==> src/rtl/operand_sequencer_pkg.sv <==
// Shared types and constants for the UART add-path operand sequencer.
`timescale 1ns/1ps
package operand_sequencer_pkg;

    typedef enum logic {
        COLLECT = 1'b0,
        SEND    = 1'b1
    } seq_state_t;

    localparam int DEFAULT_WIDTH          = 8;
    localparam int DEFAULT_TIMEOUT_CYCLES = 1200000;
    localparam int MIN_OPS                = 2;
    localparam int MAX_OPS                = 4;

    // Width of the slot index that drives the N_OPS-wide one-hot OP_SEL.
    function automatic int idx_width(input int n_ops);
        return (n_ops <= 2) ? 1 : $clog2(n_ops);
    endfunction

endpackage

==> src/rtl/operand_sequencer_idle_timer.sv <==
// Clearable saturating up-counter with a terminal-count pulse; LIMIT=0 disables it.
`timescale 1ns/1ps
module idle_timer #(
    parameter int LIMIT = 10
) (
    input  logic clk,
    input  logic rst,
    input  logic clear,
    input  logic enable,
    output logic expired
);

    localparam int CW = (LIMIT < 2) ? 1 : $clog2(LIMIT + 1);

    logic [CW-1:0] count;

    always_ff @(posedge clk or posedge rst) begin
        if (rst) begin
            count <= '0;
        end else if (clear || (LIMIT == 0)) begin
            count <= '0;
        end else if (enable && (count != CW'(LIMIT))) begin
            count <= count + CW'(1);
        end
    end

    // A clear in the limit cycle wins over expiry.
    assign expired = (LIMIT != 0) && enable && !clear && (count == CW'(LIMIT));

endmodule

==> src/rtl/operand_sequencer.sv <==
// Steers received bytes into operand slots, sums them with sticky carry and hands
// the result to the UART transmitter.
//   state   | meaning
//   COLLECT | accepting operands into slot idx; inter-byte timer armed when idx>0
//   SEND    | result complete, waiting for TX_READY; incoming bytes are dropped
`timescale 1ns/1ps
module operand_sequencer
    import operand_sequencer_pkg::*;
#(
    parameter int WIDTH          = DEFAULT_WIDTH,
    parameter int N_OPS          = 2,
    parameter int TIMEOUT_CYCLES = DEFAULT_TIMEOUT_CYCLES
) (
    input  logic             CLKIN,
    input  logic             RESET,
    input  logic             RX_VALID,
    input  logic [WIDTH-1:0] RX_BYTE,
    input  logic             TX_READY,
    output logic             TX_START,
    output logic [WIDTH-1:0] TX_BYTE,
    output logic             CARRY,
    output logic [N_OPS-1:0] OP_SEL,
    output logic             BUSY,
    output logic             TIMEOUT_ERR,
    output logic             DROPPED
);

    localparam int             IW       = idx_width(N_OPS);
    localparam logic [IW-1:0]  LAST_IDX = IW'(N_OPS - 1);
    localparam logic [N_OPS-1:0] SLOT0  = {{(N_OPS-1){1'b0}}, 1'b1};

    seq_state_t       state, state_nxt;
    logic [IW-1:0]    idx, idx_nxt;
    logic [WIDTH-1:0] acc, acc_nxt;
    logic             cflag, cflag_nxt;
    logic [WIDTH-1:0] tx_byte_nxt;
    logic             carry_nxt, tx_start_nxt, timeout_nxt, dropped_nxt;
    logic [WIDTH:0]   sum;
    logic             timer_clear, timer_enable, timer_expired;

    assign timer_enable = (state == COLLECT) && (idx != '0);
    assign timer_clear  = RX_VALID || (state == SEND) || (idx == '0);

    idle_timer #(
        .LIMIT(TIMEOUT_CYCLES)
    ) u_idle_timer (
        .clk    (CLKIN),
        .rst    (RESET),
        .clear  (timer_clear),
        .enable (timer_enable),
        .expired(timer_expired)
    );

    always_ff @(posedge CLKIN or posedge RESET) begin
        if (RESET) begin
            state       <= COLLECT;
            idx         <= '0;
            acc         <= '0;
            cflag       <= 1'b0;
            TX_BYTE     <= '0;
            CARRY       <= 1'b0;
            TX_START    <= 1'b0;
            TIMEOUT_ERR <= 1'b0;
            DROPPED     <= 1'b0;
        end else begin
            state       <= state_nxt;
            idx         <= idx_nxt;
            acc         <= acc_nxt;
            cflag       <= cflag_nxt;
            TX_BYTE     <= tx_byte_nxt;
            CARRY       <= carry_nxt;
            TX_START    <= tx_start_nxt;
            TIMEOUT_ERR <= timeout_nxt;
            DROPPED     <= dropped_nxt;
        end
    end

    always_comb begin
        state_nxt    = state;
        idx_nxt      = idx;
        acc_nxt      = acc;
        cflag_nxt    = cflag;
        tx_byte_nxt  = TX_BYTE;
        carry_nxt    = CARRY;
        tx_start_nxt = 1'b0;
        timeout_nxt  = 1'b0;
        dropped_nxt  = 1'b0;
        sum          = {1'b0, acc} + {1'b0, RX_BYTE};
        case (state)
            COLLECT: begin
                // The launch cycle still belongs to the previous result.
                if (RX_VALID && TX_START) begin
                    dropped_nxt = 1'b1;
                end else if (RX_VALID) begin
                    if (idx == '0) begin
                        acc_nxt   = RX_BYTE;
                        cflag_nxt = 1'b0;
                    end else begin
                        acc_nxt   = sum[WIDTH-1:0];
                        cflag_nxt = cflag | sum[WIDTH];
                    end
                    if (idx == LAST_IDX) begin
                        state_nxt = SEND;
                    end else begin
                        idx_nxt = idx + IW'(1);
                    end
                end else if (timer_expired) begin
                    idx_nxt     = '0;
                    acc_nxt     = '0;
                    timeout_nxt = 1'b1;
                end
            end
            SEND: begin
                dropped_nxt = RX_VALID;
                if (TX_READY) begin
                    tx_byte_nxt  = acc;
                    carry_nxt    = cflag;
                    tx_start_nxt = 1'b1;
                    state_nxt    = COLLECT;
                    idx_nxt      = '0;
                end
            end
            default: state_nxt = COLLECT;
        endcase
    end

    assign OP_SEL = SLOT0 << idx;
    assign BUSY   = (state == SEND) || (idx != '0);

endmodule

==> config.mk <==
export PLATFORM = sky130hd
export DESIGN_NAME = operand_sequencer
export DESIGN_NICKNAME = d
export VERILOG_FILES = /design/src/rtl/operand_sequencer_pkg.sv /design/src/rtl/operand_sequencer_idle_timer.sv /design/src/rtl/operand_sequencer.sv
export SDC_FILE = /design/constraint.sdc
export NUM_CORES = 1
export LEC_CHECK = 0
export CAP_MARGIN = 20
export CORE_ASPECT_RATIO = 0.75
export CORE_MARGIN = 4
export CORE_UTILIZATION = 55
export CTS_CLUSTER_DIAMETER = 50
export DETAILED_ROUTE_END_ITERATION = 10
export GPL_TIMING_DRIVEN = 0
export PLACE_DENSITY = 0.79
export SYNTH_ARGS = -nofsm -noshare
export SYNTH_HDL_FRONTEND = slang
export SYNTH_SLANG_ARGS = --single-unit
==> constraint.sdc <==
create_clock -name CLKIN -period 2.8 [get_ports CLKIN]
set_input_delay 0.56 -clock CLKIN [delete_from_list [all_inputs] [get_ports CLKIN]]
set_output_delay 0.56 -clock CLKIN [all_outputs]
set_load 0.02 [all_outputs]
---- After elaboration in Yosys (flattened, before gate mapping) ----
Cells that the tools add are included.
storage, ports and cells
  register bits ........................... 44
  latch bits .............................. 0
  memory bits (writable) .................. 0
  memory bits (read-only) ................. 0
  bits of input ports ..................... 12
  output and inout bits ................... 15
  logic and storage cells ................. 63
  memories ................................ 0
cells by class
  $add $sub $neg .......................... 3
  multipliers ............................. 0
  div/mod/pow operators ................... 0
  order comparisons ....................... 0
  equality and inequality tests ........... 5
  shift-type cells ........................ 1
  muxes and demuxes ....................... 25
  bitwise operators ....................... 4
  reductions and logical operators ........ 15
operators by type and width
  cell                                             count
  two-way mux 21 bit                               2
  two-way mux 8 bit                                3
  adder 21 x 1 -> 21 bit, second input constant    1
  == test 21 bit, second input constant            1
  != test 21 bit, second input constant            1
  two-way mux 1 bit                                17
  adder 8 x 8 -> 9 bit                             1
  AND reduction 3 bit                              3
  one-hot mux 1 bit (2 select lines)               3
  logical AND 1 bit                                5
  != test 2 bit, second input constant             2
  nonzero test 2 bit                               2
  logical OR 1 bit                                 3
  != test 3 bit, second input constant             1
  inverter 1 bit                                   3
  AND reduction 2 bit                              1
  left shift 1 x 1 -> 2 bit, first input constant  1
  adder 1 bit, second input constant               1
  logical NOT 1 bit                                1
  bitwise OR 1 bit                                 1

---- Depth between registers and ports, before layout ----
  depth in word-level cells ............... 9
  depth in mapped cells ................... 8
  mapped depth without buffers ............ 8

---- Cells and area by module ----
Synthesis repeated with hierarchy kept, for this count alone.
unflattened totals
  cell total of the unflattened synthesis .. 261
  area, all modules ....................... 2,549.9 um^2
modules (own cells, without submodules)
  module             instances  cells each  area an instance (um^2)  sequential area each (um^2)
  idle_timer         1          139         1,288.7                  525.5
  operand_sequencer  1          122         1,261.2                  575.6

---- Worst setup path after synthesis ----
OpenSTA, ideal clock, no wires.
  path kind ............................... register -> register
  from .................................... register u_idle_timer.count[2]
  to ...................................... register acc[6]
  setup time .............................. 0.126 ns
  data arrival time ....................... 2.126 ns
  data required time ...................... 2.674 ns
  setup slack ............................. 0.548 ns
  cell stages (with the launch flop) ...... 6
  buffers on the path ..................... 1
  clock period less this slack ............ 2.252 ns
  path through ............................ dfrtp_1 or4b_1 or3_1 or3_1 buf_6 a311o_1
between the ends
  longest elaborated chain between the ends .. 4
ends and longest elaborated chain
  element                        line                                text
  from (decl)                    operand_sequencer_idle_timer.sv:15  logic [CW-1:0] count;
  from (signal assigned)         operand_sequencer_idle_timer.sv:23  count <= count + CW'(1);
  == test 21 bit                 operand_sequencer_idle_timer.sv:28  assign expired = (LIMIT != 0) && enable && !clear && (count == CW'(LIMIT));
  logical AND 1 bit              operand_sequencer_idle_timer.sv:28
  nonzero test 2 bit (no line)   n/a
  AND reduction 3 bit (no line)  n/a
  to (signal assigned)           operand_sequencer.sv:68             acc <= acc_nxt;
  to (decl)                      operand_sequencer.sv:34             logic [WIDTH-1:0] acc, acc_nxt;
Every way passes these cells.
A chain may end at the register's enable or synchronous reset.

---- Worst setup path in the final report ----
  from .................................... register idx
  to ...................................... output port BUSY
between the ends
  longest elaborated chain between the ends .. 1
ends and longest elaborated chain
  element                 line                      text
  from (decl)             operand_sequencer.sv:33   logic [IW-1:0] idx, idx_nxt;
  from (signal assigned)  operand_sequencer.sv:67   idx <= idx_nxt;
  logical OR 1 bit        operand_sequencer.sv:128  assign BUSY = (state == SEND) || (idx != '0);
  to (decl)               operand_sequencer.sv:23   output logic BUSY,
Every way passes these cells.

==> flow_summary.json <==
{
  "grt_busiest_layer": "met2",
  "path_buf_inv": 3,
  "cp-start-kind": "flip-flop",
  "synth_edf_count": 0,
  "end_kind": "output port",
  "ant_nets": 0,
  "cts_buffers": 5,
  "period_needed_ns": 2.61,
  "run_status": "complete, no violations",
  "port_buffers": 26,
  "clock-sinks": 44,
  "hold_path.class": "input port to asynchronous set/reset pin",
  "synth_area_leaders": "dfrtp_1 47%, nor2_1 5.5%, ha_1 5.4%",
  "worstPathCellList": "inv_1, clkbuf_1, nand2_1, clkdlybuf4s50_1",
  "clk_pin_slew_worst_paths_ns": 0.09,
  "cp.arrival_ns": 2.05,
  "pre_cts_slack_ns": -0.0419,
  "worstPathMaxFanout": 10,
  "grt_overflow": 0,
  "peakVddDrop_uv": 587,
  "final_cells": 322,
  "rsz0062_at_grt": "false",
  "drv_cap": 0,
  "post-route-util_pct": 69.8,
  "tightest_slew_ns": 0.945,
  "setup_viol": 0,
  "vias": 1801,
  "hpwl_um": 3560,
  "die_w_um": 83.1,
  "cts_tree": "done",
  "avgRoutedWirePerCell_um": 15.6,
  "syn_area_per_cell_um2": 9.99,
  "drt-total-wl_um": 5030,
  "syn_area_um2": 2330,
  "setup_slack_ns": 0.192,
  "rows": 20,
  "crit_required_ns": 2.24,
  "nets": 289,
  "first_pass_iters": 4,
  "n_fill_cell": 321,
  "clock_skew_ns": 0.00779,
  "ys_async_sr_fraction_pct": 100,
  "use_met3_pct": 4.12,
  "antenna_cells": 0,
  "slew_violations": 0,
  "start_util_pct": 57.4,
  "ys_types": 39,
  "synthCells": 233,
  "drc": 0,
  "first_iter_violations": 125,
  "grt.met2_usage_pct": 30.4,
  "cts_hold_buffers": 0,
  "ctsHtreeMaxLevel": 2,
  "root_buffer": "clkbuf_8",
  "grt_pass1_vias": 1776,
  "path_class": "flip-flop to output port",
  "syn2layout_area_growth_pct": 21.7,
  "cellPowerDensity_nw_per_um2": 950,
  "placed_cells": 315,
  "ys.flop_type": "dfrtp_1",
  "cts_resized": 0,
  "ys_ff_latch": 44,
  "finalCritPeriodShare_pct": 93.1,
  "synthesis.nets": 256,
  "post-cts-setup-buffers": 0,
  "ys_seq_area_share_pct": 47.3,
  "slew_headroom_pct": 36.4,
  "antenna_found_initial": 0,
  "pin_count": 27,
  "coreArea_um2": 4050,
  "finalHoldViolCount": 0,
  "slowest_delay_ns": 0.57,
  "yosys.area.top_type": "dfrtp_1",
  "holdWs_ns": 0.497,
  "die_area_um2": 5350,
  "grt_max_degree": 35,
  "place_congestion": 0.806,
  "grt_pass1_wl_um": 8450,
  "fmax_mhz": 384,
  "track_usage_pct": 20.1,
  "die_height_um": 64.3,
  "ys.warnings.count": 0,
  "use_met1_pct": 28.6,
  "cpLargestDelayFamily": "buffers and inverters",
  "drive_gt1_share_pct": 10.1,
  "synth_top_area_share_pct": 47.3,
  "leakagePower_nw": 1.24,
  "ctsLongestPathBuffers": 2,
  "clk_latency_ns": 0.30,
  "slowest_stage": "clkdlybuf4s50_1",
  "vias_per_cell": 5.59
}
-- sequential cells by signal (all words and copies together) (netlist names) --
name and count:
CARRY 1, idx 1, cflag 1, DROPPED 1
TX_START 1, u_idle_timer.count 21, TIMEOUT_ERR 1, TX_BYTE 8
state 1, acc 8
-- per-stage QoR --
| step | total power, mW | area, um2 | setup TNS [ns] |
|---|---|---|---|
| 2_1_floorplan | 1.65 | 2330 | 0 |
| 3_3_place_gp | 1.98 | 2660 | -0.0236 |
| 3_5_place_dp | 2.02 | 2680 | -0.0419 |
| 4_1_cts | 2.70 | 2840 | 0 |
| 5_1_grt | 2.87 | 2830 | 0 |
| 6_report | 2.69 | 2830 | 0 |
-- kinds of logic (layout without fill, tap and decap cells) --
family | Yosys count | after routing | synth area share, %
adder cells (fa/ha/maj) | 11 | 11 | 6.24
AND/OR/NAND/NOR | 93 | 93 | 20.0
flip-flops | 44 | 44 | 47.3
XOR/XNOR | 20 | 20 | 7.53
multiplexers | 13 | 13 | 6.02
AO/OA/AOI/OAI | 33 | 33 | 9.36
buffers and inverters | 19 | 53 | 3.55
-- cells in the mapped netlist (2+ instances only) --
cell type / count
mux2i_1: 5
xor2_1: 13
inv_1: 11
a21oi_1: 9
xnor2_1: 7
nor3_1: 5
o21ai_0: 6
a31o_2: 3
nand3_1: 11
nor2b_1: 4
nand4_1: 9
and4_1: 2
or3_1: 3
mux2_2: 8
nand2_1: 15
nor2_1: 34
dfrtp_1: 44
a21o_1: 5
a211oi_1: 3
clkbuf_1: 6
ha_1: 10
nor4_1: 2
or4b_2: 2
-- metal layers --
| metal | part of all wire, % | vias up | wire length, um |
|---|---|---|---|
| met1 | 50 | 865 | 2520 |
| met3 | 4.8 | 10 | 240 |
| met5 | 0 | - | 0 |
| met4 | 1.7 | 0 | 83 |
| li1 | - | 880 | - |
| met2 | 43 | 46 | 2180 |
-- cell usage in the layout (no fill, tap or decap), types with 2 or more instances in the layout --
| cell type | count |
|---|---|
| nand4_1 | 9 |
| xor2_1 | 13 |
| nor2_1 | 34 |
| nor4_1 | 2 |
| dfrtp_1 | 44 |
| clkbuf_8 | 5 |
| or3_1 | 3 |
| bufinv_16 | 3 |
| ha_1 | 10 |
| o21ai_0 | 6 |
| nor2b_1 | 4 |
| a21oi_1 | 9 |
| clkdlybuf4s50_1 | 26 |
| a211oi_1 | 3 |
| or4b_2 | 2 |
| mux2i_1 | 5 |
| mux2_2 | 8 |
| clkbuf_1 | 5 |
| inv_1 | 10 |
| xnor2_1 | 7 |
| nor3_1 | 5 |
| and4_1 | 2 |
| nand2_1 | 15 |
| nand3_1 | 11 |
| a31o_2 | 3 |
| a21o_1 | 5 |
-- worst register-to-register path, delay by kind of cell, from the launching register on --
| kind | cells | cell delay (ns) |
|---|---|---|
| DFF | 1 | 0.47 |
| AOI/OAI and AO/OA | 1 | 0.35 |
| buffers and inverters | 1 | 0.15 |
| and+or+nand+nor | 3 | 1.32 |
-- power breakdown --
part	leakage, nW	total, mW	internal [mW]	switching [mW]
logic	0.582	1.09	0.526	0.562
registers	0.577	0.930	0.793	0.137
clock network	0.0784	0.671	0.446	0.225
total	1.24	2.69	1.76	0.924
-- final timing paths --
| path | startpoint | end | slack (ns) | cells after the start |
|---|---|---|---|---|
| max | idx$_DFFE_PP0P_ | BUSY | 0.19 | 4 |
| min | RESET | acc[5]$_DFFE_PP0P_ | 0.50 | 2 |
| max reg2reg | u_idle_timer.count[2]$_DFFE_PP0P_ | acc[6]$_DFFE_PP0P_ | 0.40 | 5 |
| min reg2reg | TX_BYTE[2]$_DFFE_PP0P_ | TX_BYTE[2]$_DFFE_PP0P_ | 0.51 | 1 |
| max in group asynchronous | RESET | u_idle_timer.count[14]$_DFFE_PP0P_ | 1.86 | 3 |
| min in group CLKIN | TX_BYTE[2]$_DFFE_PP0P_ | TX_BYTE[2]$_DFFE_PP0P_ | 0.51 | 1 |
-- cell type report --
class                           instances  area (um2)  area share, %
Clock inverter                          3        90.1           3.18
Buffer                                  7        37.5           1.33
Sequential cell                        44        1100           38.9
Tap cell                               55        68.8           2.43
Clock buffer                            5        68.8           2.43
Multi-Input combinational cell        170        1140           40.4
Inverter                               11        41.3           1.46
Timing Repair Buffer                   27         280           9.90
No activity file was read; power rests on OpenSTA's default activity.
